[config.mk]
export PLATFORM = sky130hd
export DESIGN_NAME = ls_ex_unit
export DESIGN_NICKNAME = d
export VERILOG_FILES = /design/src/rtl/ls_ex_unit.sv
export SDC_FILE = /design/constraint.sdc
export NUM_CORES = 1
export LEC_CHECK = 0
export CAP_MARGIN = 20
export CELL_PAD_IN_SITES_DETAIL_PLACEMENT = 1
export CELL_PAD_IN_SITES_GLOBAL_PLACEMENT = 1
export CORE_ASPECT_RATIO = 1.75
export CORE_MARGIN = 2
export CORE_UTILIZATION = 39
export CTS_CLUSTER_SIZE = 40
export DETAILED_ROUTE_END_ITERATION = 10
export PLACE_DENSITY = 0.9
export SKIP_CTS_REPAIR_TIMING = 1
export SLEW_MARGIN = 20
export SYNTH_ARGS = -nofsm -noshare
export SYNTH_HDL_FRONTEND = slang
export SYNTH_SLANG_ARGS = --single-unit
[constraint.sdc]
create_clock -name clk -period 3 [get_ports clk]
set_input_delay 0.9 -clock clk [delete_from_list [all_inputs] [get_ports clk]]
set_output_delay 0.9 -clock clk [all_outputs]
set_load 0.1 [all_outputs]
[src/rtl/ls_ex_unit.sv]
// Load/store execution unit: runs one LSB memory op as a byte-serial access and broadcasts load results on the LS CDB.
// Optional build macro LS_EX_PERF_CNT_EN adds load_cnt/store_cnt performance counters.
module ls_ex_unit #(
    parameter int ADDR_LEN   = 32,
    parameter int DATA_LEN   = 32,
    parameter int ROB_LEN    = 4,
    parameter int OPENUM_LEN = 4
) (
    input  logic                  clk,
    input  logic                  rst,
    input  logic                  ena_from_lsb,
    input  logic [OPENUM_LEN-1:0] openum_from_lsb,
    input  logic [ADDR_LEN-1:0]   mem_addr_from_lsb,
    input  logic [DATA_LEN-1:0]   store_value_from_lsb,
    input  logic [ROB_LEN:0]      rob_id_from_lsb,
    output logic                  busy_to_lsb,
    output logic                  req_to_mem,
    input  logic                  grant_from_mem,
    output logic [ADDR_LEN-1:0]   mem_a,
    output logic [7:0]            mem_dout,
    output logic                  mem_wr,
    input  logic [7:0]            mem_din,
    output logic                  valid_to_cdb,
    output logic [ROB_LEN:0]      rob_id_to_cdb,
    output logic [DATA_LEN-1:0]   result_to_cdb,
`ifdef LS_EX_PERF_CNT_EN
    output logic [31:0]           load_cnt,
    output logic [31:0]           store_cnt,
`endif
    input  logic                  commit_jump_flag_from_rob
);

    localparam logic [OPENUM_LEN-1:0] OPENUM_LB  = OPENUM_LEN'(1);
    localparam logic [OPENUM_LEN-1:0] OPENUM_LH  = OPENUM_LEN'(2);
    localparam logic [OPENUM_LEN-1:0] OPENUM_LW  = OPENUM_LEN'(3);
    localparam logic [OPENUM_LEN-1:0] OPENUM_LBU = OPENUM_LEN'(4);
    localparam logic [OPENUM_LEN-1:0] OPENUM_LHU = OPENUM_LEN'(5);
    localparam logic [OPENUM_LEN-1:0] OPENUM_SB  = OPENUM_LEN'(6);
    localparam logic [OPENUM_LEN-1:0] OPENUM_SH  = OPENUM_LEN'(7);
    localparam logic [OPENUM_LEN-1:0] OPENUM_SW  = OPENUM_LEN'(8);

    typedef enum logic [1:0] {IDLE, ACCESS, WAIT_LAST, DONE} state_t;

    state_t                state, state_nxt;
    logic [OPENUM_LEN-1:0] op_q;
    logic [ADDR_LEN-1:0]   addr_q;
    logic [DATA_LEN-1:0]   data_q;
    logic [DATA_LEN-1:0]   buf_q;
    logic [ROB_LEN:0]      tag_q;
    logic [1:0]            idx_q;
    logic                  cap_pend;
    logic [1:0]            cap_idx;
    logic [1:0]            last_idx;
    logic                  is_load_q;
    logic                  ena_is_load;
    logic                  last_grant;
    logic [DATA_LEN-1:0]   ext;

    assign is_load_q   = (op_q <= OPENUM_LHU);
    assign ena_is_load = (openum_from_lsb <= OPENUM_LHU);
    assign busy_to_lsb = (state != IDLE) | ena_from_lsb;
    assign last_grant  = (state == ACCESS) && grant_from_mem && (idx_q == last_idx);

    always_comb begin
        case (op_q)
            OPENUM_LB, OPENUM_LBU, OPENUM_SB: last_idx = 2'd0;
            OPENUM_LH, OPENUM_LHU, OPENUM_SH: last_idx = 2'd1;
            default:                          last_idx = 2'd3;
        endcase
    end

    always_comb begin
        case (op_q)
            OPENUM_LB:  ext = {{(DATA_LEN-8){buf_q[7]}}, buf_q[7:0]};
            OPENUM_LH:  ext = {{(DATA_LEN-16){buf_q[15]}}, buf_q[15:0]};
            OPENUM_LBU: ext = {{(DATA_LEN-8){1'b0}}, buf_q[7:0]};
            OPENUM_LHU: ext = {{(DATA_LEN-16){1'b0}}, buf_q[15:0]};
            default:    ext = buf_q;
        endcase
    end

    // A flush only kills loads; an in-flight store always runs to its last byte.
    always_comb begin
        state_nxt  = state;
        req_to_mem = 1'b0;
        mem_a      = '0;
        mem_dout   = 8'h00;
        mem_wr     = 1'b0;
        case (state)
            IDLE: begin
                if (ena_from_lsb && !(commit_jump_flag_from_rob && ena_is_load))
                    state_nxt = ACCESS;
            end
            ACCESS: begin
                req_to_mem = 1'b1;
                mem_a      = addr_q + ADDR_LEN'(idx_q);
                mem_wr     = !is_load_q;
                mem_dout   = data_q[{idx_q, 3'b000} +: 8];
                if (is_load_q && commit_jump_flag_from_rob)
                    state_nxt = IDLE;
                else if (last_grant)
                    state_nxt = is_load_q ? WAIT_LAST : IDLE;
            end
            WAIT_LAST: state_nxt = commit_jump_flag_from_rob ? IDLE : DONE;
            DONE:      state_nxt = IDLE;
            default:   state_nxt = IDLE;
        endcase
    end

    // Read data lags its grant by one cycle, so captures trail grants through cap_pend/cap_idx.
    always_ff @(posedge clk or negedge rst) begin
        if (!rst) begin
            state         <= IDLE;
            op_q          <= '0;
            addr_q        <= '0;
            data_q        <= '0;
            buf_q         <= '0;
            tag_q         <= '0;
            idx_q         <= 2'd0;
            cap_pend      <= 1'b0;
            cap_idx       <= 2'd0;
            valid_to_cdb  <= 1'b0;
            rob_id_to_cdb <= '0;
            result_to_cdb <= '0;
        end else begin
            state        <= state_nxt;
            valid_to_cdb <= 1'b0;
            cap_pend     <= (state == ACCESS) && grant_from_mem && is_load_q && (state_nxt != IDLE);
            cap_idx      <= idx_q;
            if (state == IDLE && state_nxt == ACCESS) begin
                op_q   <= openum_from_lsb;
                addr_q <= mem_addr_from_lsb;
                data_q <= store_value_from_lsb;
                tag_q  <= rob_id_from_lsb;
                idx_q  <= 2'd0;
                buf_q  <= '0;
            end else begin
                if (state == ACCESS && grant_from_mem)
                    idx_q <= idx_q + 2'd1;
                if (cap_pend)
                    buf_q[{cap_idx, 3'b000} +: 8] <= mem_din;
            end
            if (state == DONE && !commit_jump_flag_from_rob) begin
                valid_to_cdb  <= 1'b1;
                rob_id_to_cdb <= tag_q;
                result_to_cdb <= ext;
            end
        end
    end

`ifdef LS_EX_PERF_CNT_EN
    always_ff @(posedge clk or negedge rst) begin
        if (!rst) begin
            load_cnt  <= 32'd0;
            store_cnt <= 32'd0;
        end else begin
            if (state == DONE && !commit_jump_flag_from_rob)
                load_cnt <= load_cnt + 32'd1;
            if (last_grant && !is_load_q)
                store_cnt <= store_cnt + 32'd1;
        end
    end
`endif

endmodule

==> results of run 1 <==
## per-stage QoR
step / setup TNS [ps] / instances / utilization, % / hold WS [ps] / setup WS, ps
floorplan: -7109 / 653 / - / 379.6 / -483.9
global placement: -658.9 / 1068 / 56.75 / 445.3 / -95.15
finish: -10900 / 1115 / 61.77 / 452.4 / -671.0
detailed placement: -1037 / 1068 / 56.75 / 471.5 / -159.8
global route: -13070 / 1115 / 61.77 / 482.3 / -713.2
CTS: -11610 / 1100 / 59.85 / 458.8 / -680.0
## cell type report
type	count	area [µm²]	share of cell area (%)
diodes	7	17.52	0.1617
multi-input cells	457	3640	33.60
inverters	12	45.04	0.4158
repair buffers	226	2539	23.44
clock inverters	13	111.4	1.028
flip-flops and latches	150	3757	34.69
clock buffers	19	432.9	3.997
well taps	231	289.0	2.668
## cell usage after synthesis, types with 9 or more instances
cell type,n
dfrtp_1,150
nand2_1,87
mux2_2,70
nor2_1,66
a21oi_1,48
a22oi_1,32
o21ai_0,21
clkbuf_1,19
and2_1,12
inv_1,12
nand3_1,12
or4_1,11
o31ai_1,10
or3_1,9
## final timing paths
kind                                      to  slack, ps  depth (start not counted)
max                                mem_a[30]       -670                          9
min reg2reg                 result_to_cdb[1]        490                          2
min                               data_q[27]        450                          1
min in group clk            result_to_cdb[1]        490                          2
max reg2reg                         buf_q[4]        840                          6
max in group asynchronous  result_to_cdb[20]       1740                          2
## routing by layer
layer / wire (µm) / track usage [%] / vias up
met5: 0 / 0 / -
met4: 1157 / 13.55 / 0
met3: 801 / 4.630 / 65
met2: 14820 / 48.72 / 189
met1: 9260 / 26.29 / 3151
li1: - / - / 2750
## cell families (layout without fill, tap and decap cells)
kind of cell,count (synthesis),in the layout,share of synthesized area (%)
buf+inv,47,270,2.870
simple gates,236,237,16.06
mux,79,79,13.94
compound gates,120,120,10.50
xor+xnor,13,13,1.622
flops,150,150,53.48
other cells,0,7,0
fa+ha+maj,8,8,1.533
## report_power, final
group	leakage, nW	internal, mW	switching, mW
Combinational	2.43	3.21	5.55
Clock	0.254	1.08	0.939
Sequential	1.91	2.68	0.613
Total	4.60	6.97	7.10
## sequential cells by signal, indices dropped and copies added, names as in the netlist
| name | count |
|---|---|
| addr_q | 32 |
| buf_q | 32 |
| cap_idx | 2 |
| cap_pend | 1 |
| data_q | 32 |
| idx_q | 2 |
| op_q | 4 |
| result_to_cdb | 32 |
| rob_id_to_cdb | 5 |
| state | 2 |
| tag_q | 5 |
| valid_to_cdb | 1 |
==> qor.yml, run 1 <==
status:
  outcome: "complete, but fails checks"
  violations: "setup timing"
floorplanning:
  start_util_pct: 40.03
  die_y_um: 181.5
  core_area_um2: 17540
  die_w_um: 105.4
  core.rowCount: 64
  dieArea_um2: 19130
  io_pins: 167
route:
  drt_iter0_drc: 263
  wl_um: 26040
  ant_nets: 0
  wl_per_cell_um: 23.36
  drt_pass1_iterations: 7
  viasPerCell: 5.520
  drc: 0
  num_vias: 6155
cells_and_area:
  final_cell_mix: "dfrtp_1 (147), buf_4 (88), nand2_1 (85), clkdlybuf4s50_1 (84), mux2_2 (70)"
  nets: 958
  area_delta_synth_final_pct: 54.31
  drive_gt1_share_pct: 39.00
  post-route-cell-area_um2: 10830
  final_common_cell: "dfrtp_1"
  fill_cells: 1737
timing:
  fin_skew_ps: 12.94
  worstMarginPinSlew_ps: 777.6
  final-max-slew-violation-count: 0
  timing.final.crit_share_pct: 122.4
  rsz0062_at_grt: "yes"
  setup-violations-final: 30
  slew_headroom_pct: 48.02
  period_minus_slack_ps: 3671
  fmax_mhz: 272.4
  finalHoldViolCount: 0
  setup_slack_ps: -671.0
setup_path:
  slowest_delay_ps: 470
  path_max_fanout: 6
  crit_path_end_kind: "output pin"
  cp_top_family: "simple AND/OR/NAND/NOR gates"
  path_buf_inv: 3
  worst_ep_required_time_ps: 2100
  critical_path_arrival_ps: 2770
  path_class: "reg -> out"
  worstSetupStartpointType: "register"
  critPathSlowestCell: "or3_4"
  path_cells: "ha_4, fa_2, nand4_1, or3_4, buf_4, o31ai_1, buf_4, a21oi_4, buf_12"
  crit_start: "idx_q[0]"
  path_common_cell: "buf_4"
  timing.rr.start: "cap_idx[0]"
cts:
  path_clk_slew_ps: 60
  cts_tree: "yes"
  cts_buffers: 17
  clock_latency_ps: 430
  cts.path.max_buffers: 2
  clock_sinks: 150
  htree_levels: 4
  root_buffer: "clkbuf_16"
synth:
  synth_ff_type: "dfrtp_1"
  syn_area_um2: 7019
  syn_avg_cell_area_um2: 10.75
  ys_ff_latch: 150
  synth.net_count: 747
  syn_inst: 653
  ys_types: 45
  synth_area_leaders: "dfrtp_1 (53%), mux2_2 (11%), nand2_1 (4.7%)"
  synth_edf_count: 0
  yosysTopAreaCellShare_pct: 53.48
  yosysWarnings: 0
  ys_seq_area_share_pct: 53.48
  yosys.area.top_type: "dfrtp_1"
  async_flop_share_pct: 100.0
place:
  hpwlAfterDp_um: 16670
  gp_congestion: 0.8305
  placed_area_um2: 9952
  portBuffers: 166
global_route:
  overflow: 0
  grtUsageTotal_pct: 25.74
  grt_max_degree: 66
  first_global_vias: 6867
  grt_pass1_wl_um: 37900
  antenna_found_initial: 5
power:
  leakagePower_nw: 4.599
  vdd_drop_max_mv: 1.172
  p_per_area_nw_per_um2: 1299
  fin_total_pwr_mw: 14.07
worst_hold_path:
  worstHoldPathType: "in -> async"
flow_run:
  maxCapViolCount: 0
Note: power is estimated with default switching activity, not from simulation.
==> inputs of run 2 (changes only) <==
--- a/config.mk
+++ b/config.mk
@@ -10,10 +10,12 @@
 export CELL_PAD_IN_SITES_GLOBAL_PLACEMENT = 1
 export CORE_ASPECT_RATIO = 1.75
 export CORE_MARGIN = 2
-export CORE_UTILIZATION = 39
+export CORE_UTILIZATION = 40
+export CTS_BUF_LIST = sky130_fd_sc_hd__clkbuf_8
 export CTS_CLUSTER_SIZE = 40
 export DETAILED_ROUTE_END_ITERATION = 10
-export PLACE_DENSITY = 0.9
+export PLACE_DENSITY = 0.92
+export REMOVE_ABC_BUFFERS = 1
 export SKIP_CTS_REPAIR_TIMING = 1
 export SLEW_MARGIN = 20
 export SYNTH_ARGS = -nofsm -noshare
==> qor.yml, run 2 (synthesis results as in run 1) <==
power:
  clkPwrFrac_pct: 13.1
  switching_share_pct: 50.96
  vdd_drop_max_mv: 1.074
  comb_power_share_pct: 62.2
  pwr-share-seq_pct: 24.7
  fin_total_pwr_mw: 13.21
  leakagePower_nw: 4.407
  p_sw_mw: 6.733
  p_per_area_nw_per_um2: 1299
  p_int_mw: 6.479
cells_and_area:
  fin_cells: 1097
  drive_gt1_share_pct: 32.06
  area_delta_synth_final_pct: 44.94
  final_common_cell: "dfrtp_1"
  fill_cells: 1842
  final_cell_mix: "dfrtp_1 (150), nand2_1 (86), clkdlybuf4s50_1 (84), buf_4 (81), mux2_2 (70)"
  nets: 945
route:
  drc: 0
  ant_nets: 0
  wl_um: 24880
  viasPerCell: 5.646
  wl_per_cell_um: 22.68
  drt_iter0_drc: 368
  num_vias: 6194
  drt_pass1_iterations: 4
floorplanning:
  dieArea_um2: 18670
  io_pins: 167
  die_y_um: 179.2
  core_area_um2: 17380
  core.rowCount: 64
  start_util_pct: 40.39
  die_w_um: 104.1
timing:
  setup_slack_ps: -622.9
  finalHoldViolCount: 0
  setup-violations-final: 31
  rsz0062_at_grt: "yes"
  timing.final.crit_share_pct: 120.8
  fin_skew_ps: 10.44
  period_minus_slack_ps: 3623
  fmax_mhz: 276.0
  worstMarginPinSlew_ps: 836.5
  slew_headroom_pct: 44.09
  final-max-slew-violation-count: 0
cts:
  root_buffer: "clkbuf_8"
  clock_latency_ps: 470
  cts_tree: "yes"
  cts.path.max_buffers: 2
  cts_buffers: 17
  path_clk_slew_ps: 80
  htree_levels: 4
  clock_sinks: 150
place:
  gp_congestion: 0.8347
  hpwlAfterDp_um: 17100
  dp_cells: 1063
  dp_slack_ps: -165.5
  portBuffers: 166
global_route:
  overflow: 0
  first_global_vias: 6824
  grtUsageTotal_pct: 26.34
  grt_max_degree: 81
  top_usage_layer: "met2"
  antenna_found_initial: 2
  grt_use_met3_pct: 4.326
  grt_pass1_wl_um: 37720
  use_met2_pct: 48.16
  grt_use_met1_pct: 27.87
setup_path:
  timing.rr.end: "buf_q[4]"
  crit_path_end_kind: "output pin"
  reg2regPathDepth: 6
  worstSetupStartpointType: "register"
  critical_path_arrival_ps: 2720
  worst_ep_required_time_ps: 2100
  r2r_slack_ps: 770
  timing.rr.start: "cap_idx[0]"
  path_class: "reg -> out"
  path_max_fanout: 7
worst_hold_path:
  worstHoldPathType: "in -> async"
status:
  outcome: "complete, but fails checks"
  violations: "setup timing"
flow_run:
  maxCapViolCount: 0
[run 2: cell count changes in the layout (fill, tap and decap cells not counted), moves of 7 or more]
cell / previous run / this run
a21oi_1: 29 / 37
a21oi_2: 1 / 10
a21oi_4: 18 / 1
and2_1: 4 / 12
and2_2: 8 / 0
buf_4: 88 / 81
clkbuf_16: 17 / 0
clkbuf_8: 0 / 18
[run 2: critical path, cell delays in order (launching register included)]
cell     delay (ps)
dfrtp_1         380
ha_2            200
fa_2            210
nand4_1         140
or3_4           450
or4_1           450
a21oi_2         220
buf_12          200
[run 2: power groups by stage]
stage | registers [mW] | logic [mW] | clock network [mW]
CTS | 3.25 | 8.07 | 1.76
global route | 3.36 | 8.50 | 1.84
finish | 3.27 | 8.22 | 1.73
floorplan | 3.90 | 4.33 | 0
global placement | 3.17 | 7.74 | 0
detailed placement | 3.25 | 7.98 | 0
[run 2: cell type report]
cell class	instances	area, µm²	share of cell area, %
flip-flops and latches	150	3754	36.90
clock inverters	14	183.9	1.808
clock buffers	18	247.7	2.435
well taps	231	289.0	2.841
repair buffers	214	2412	23.71
diodes	2	5.005	0.04919
inverters	12	45.04	0.4428
multi-input cells	456	3237	31.82
[run 2: layer usage]
metal  wire (µm)  up-vias
li1            -     2722
met1        8990     3165
met2       13580      208
met3         756       99
met4        1546        0
met5           0        -
[run 2: worst max-delay path by stage]
stage	from	end	slack [ps]	depth (start not counted)
3_3_place_gp	idx_q[1]	mem_a[25]	-90	6
6_report	idx_q[0]	mem_a[26]	-620	7
3_5_place_dp	idx_q[0]	mem_a[24]	-170	7
2_1_floorplan	ena_from_lsb	addr_q[0]	-4210	3
5_1_grt	idx_q[0]	mem_a[26]	-720	7
4_1_cts	idx_q[0]	mem_a[24]	-760	7
[run 2: stage by stage]
step / util [%] / cell area, µm² / setup TNS, ps / hold WS, ps
after floorplan: - / 6863 / -485300 / 434.8
after global placement: 55.11 / 9575 / -536.1 / 444.9
after detailed placement: 55.11 / 9575 / -1529 / 457.2
after CTS: 57.59 / 10010 / -15420 / 424.1
after global routing: 58.55 / 10170 / -15370 / 419.1
final: 58.55 / 10170 / -12160 / 396.0
==> inputs of run 3 (changes only) <==
--- a/config.mk
+++ b/config.mk
@@ -9,12 +9,12 @@
 export CELL_PAD_IN_SITES_DETAIL_PLACEMENT = 1
 export CELL_PAD_IN_SITES_GLOBAL_PLACEMENT = 1
 export CORE_ASPECT_RATIO = 1.75
-export CORE_MARGIN = 2
-export CORE_UTILIZATION = 40
-export CTS_BUF_LIST = sky130_fd_sc_hd__clkbuf_8
+export CORE_MARGIN = 5
+export CORE_UTILIZATION = 39
+export CTS_BUF_LIST = sky130_fd_sc_hd__clkbuf_8 sky130_fd_sc_hd__clkbuf_16
 export CTS_CLUSTER_SIZE = 40
 export DETAILED_ROUTE_END_ITERATION = 10
-export PLACE_DENSITY = 0.92
+export PLACE_DENSITY = 0.9
 export REMOVE_ABC_BUFFERS = 1
 export SKIP_CTS_REPAIR_TIMING = 1
 export SLEW_MARGIN = 20
==> qor.yml, run 3 (synthesis results as in run 1) <==
cells_and_area:
  fin_cells: 1107
  fin_util_pct: 58.29
  nets: 947
  post-route-cell-area_um2: 10430
  drive_gt1_share_pct: 33.26
  area_delta_synth_final_pct: 48.59
  fill_cells: 1877
  final_cell_mix: "dfrtp_1 (149), nand2_1 (86), clkdlybuf4s50_1 (84), buf_4 (84), mux2_2 (70)"
  final_common_cell: "dfrtp_1"
route:
  wl_um: 26700
  wl_per_cell_um: 24.12
  num_vias: 6253
  drt_iter0_drc: 361
  ant_nets: 0
  drc: 0
  drt-met1-wl_um: 9311
  maxUsedRoutingLayer: "met4"
  drt_pass1_iterations: 5
  wl_met3_um: 1015
  route.met2.wl_um: 14900
  viasPerCell: 5.649
global_route:
  grtUsageTotal_pct: 23.71
  antenna_found_initial: 6
  overflow: 0
  grt_max_degree: 60
  grt_pass1_wl_um: 38570
  first_global_vias: 6790
timing:
  final-max-slew-violation-count: 0
  timing.final.crit_share_pct: 120.8
  fin_skew_ps: 9.702
  worstMarginPinSlew_ps: 912.4
  setup-violations-final: 34
  rsz0062_at_grt: "yes"
  slew_headroom_pct: 39.02
  fmax_mhz: 276.0
  fin_tns_setup_ps: -12670
  finalHoldViolCount: 0
  setup_slack_ps: -623.0
  period_minus_slack_ps: 3623
power:
  fin_total_pwr_mw: 13.78
  p_per_area_nw_per_um2: 1321
  leakagePower_nw: 4.476
  vdd_drop_max_mv: 0.7358
floorplanning:
  die_w_um: 111.4
  io_pins: 167
  die_y_um: 187.5
  start_util_pct: 39.23
  core.rowCount: 65
  dieArea_um2: 20890
  core_area_um2: 17890
cts:
  path_clk_slew_ps: 70
  cts.path.max_buffers: 2
  root_buffer: "clkbuf_16"
  cts_buffers: 17
  clock_latency_ps: 430
  clock_sinks: 150
  htree_levels: 4
  cts_tree: "yes"
place:
  hpwlAfterDp_um: 17370
  gp_congestion: 0.8268
  dp_cells: 1061
  placed_area_um2: 9529
  portBuffers: 166
setup_path:
  r2r_slack_ps: 710
  worstSetupStartpointType: "register"
  timing.rr.start: "cap_idx[0]"
  timing.rr.end: "buf_q[4]"
  path_cells: "ha_4, fa_2, nand4_1, or3_4, or4_4, a21oi_4, buf_12"
  path_class: "reg -> out"
  critPathSlowestCell: "or3_4"
  critical_path_arrival_ps: 2720
  worst_ep_required_time_ps: 2100
  reg2regPathDepth: 6
  crit_path_end_kind: "output pin"
  slowest_delay_ps: 460
  path_max_fanout: 7
status:
  violations: "setup timing"
  outcome: "complete, but fails checks"
flow_run:
  maxCapViolCount: 0
worst_hold_path:
  worstHoldPathType: "in -> async"
-- run 3: changes by cell type in the layout (fill, tap and decap cells not counted), moves of 4 or more --
| cell | before | now |
|---|---|---|
| clkbuf_16 | 0 | 17 |
| or4_4 | 5 | 9 |
| clkbuf_8 | 18 | 0 |
| or4_1 | 6 | 2 |
| diode_2 | 2 | 7 |
| a21oi_4 | 1 | 5 |
-- run 3: critical path: cells and delay by family (launching register included) --
family | cells | cell delay (ps)
fa+ha+maj | 2 | 420
buf+inv | 1 | 200
simple gates | 3 | 1060
flops | 1 | 410
compound gates | 1 | 190
-- run 3: how the worst max path moves through the flow --
stage,from,endpoint
2_1_floorplan,ena_from_lsb,addr_q[0]
3_3_place_gp,addr_q[0],mem_a[28]
3_5_place_dp,addr_q[0],mem_a[30]
4_1_cts,addr_q[0],mem_a[26]
5_1_grt,idx_q[0],mem_a[26]
6_report,idx_q[0],mem_a[26]
-- run 3: final cells by class --
cell class	instances	area [µm²]	share of cell area [%]
clock buffers	17	425.4	4.079
flip-flops and latches	150	3755	36.00
diodes	7	17.52	0.1679
multi-input cells	457	3333	31.96
clock inverters	15	157.7	1.512
inverters	12	45.04	0.4319
repair buffers	215	2404	23.04
well taps	234	292.8	2.807
-- run 3: metal layers --
layer  track usage (%)  vias to the layer above
met5                 0                        -
met4             13.44                        0
met3             4.273                       95
met2             44.00                      213
met1             24.67                     3213
li1                  -                     2732
-- run 3: per-stage QoR --
| step | setup WS (ps) | hold WS (ps) |
|---|---|---|
| after CTS | -748.7 | 465.6 |
| after floorplan | -4207 | 434.8 |
| after global placement | -104.9 | 443.4 |
| after detailed placement | -269.5 | 459.9 |
| after global routing | -702.0 | 485.5 |
| final | -623.0 | 450.4 |
-- run 3: where the power goes --
group | internal, mW | switching [mW] | total, mW
Clock | 1.23 | 0.925 | 2.15
Sequential | 2.68 | 0.655 | 3.34
Combinational | 2.93 | 5.36 | 8.29
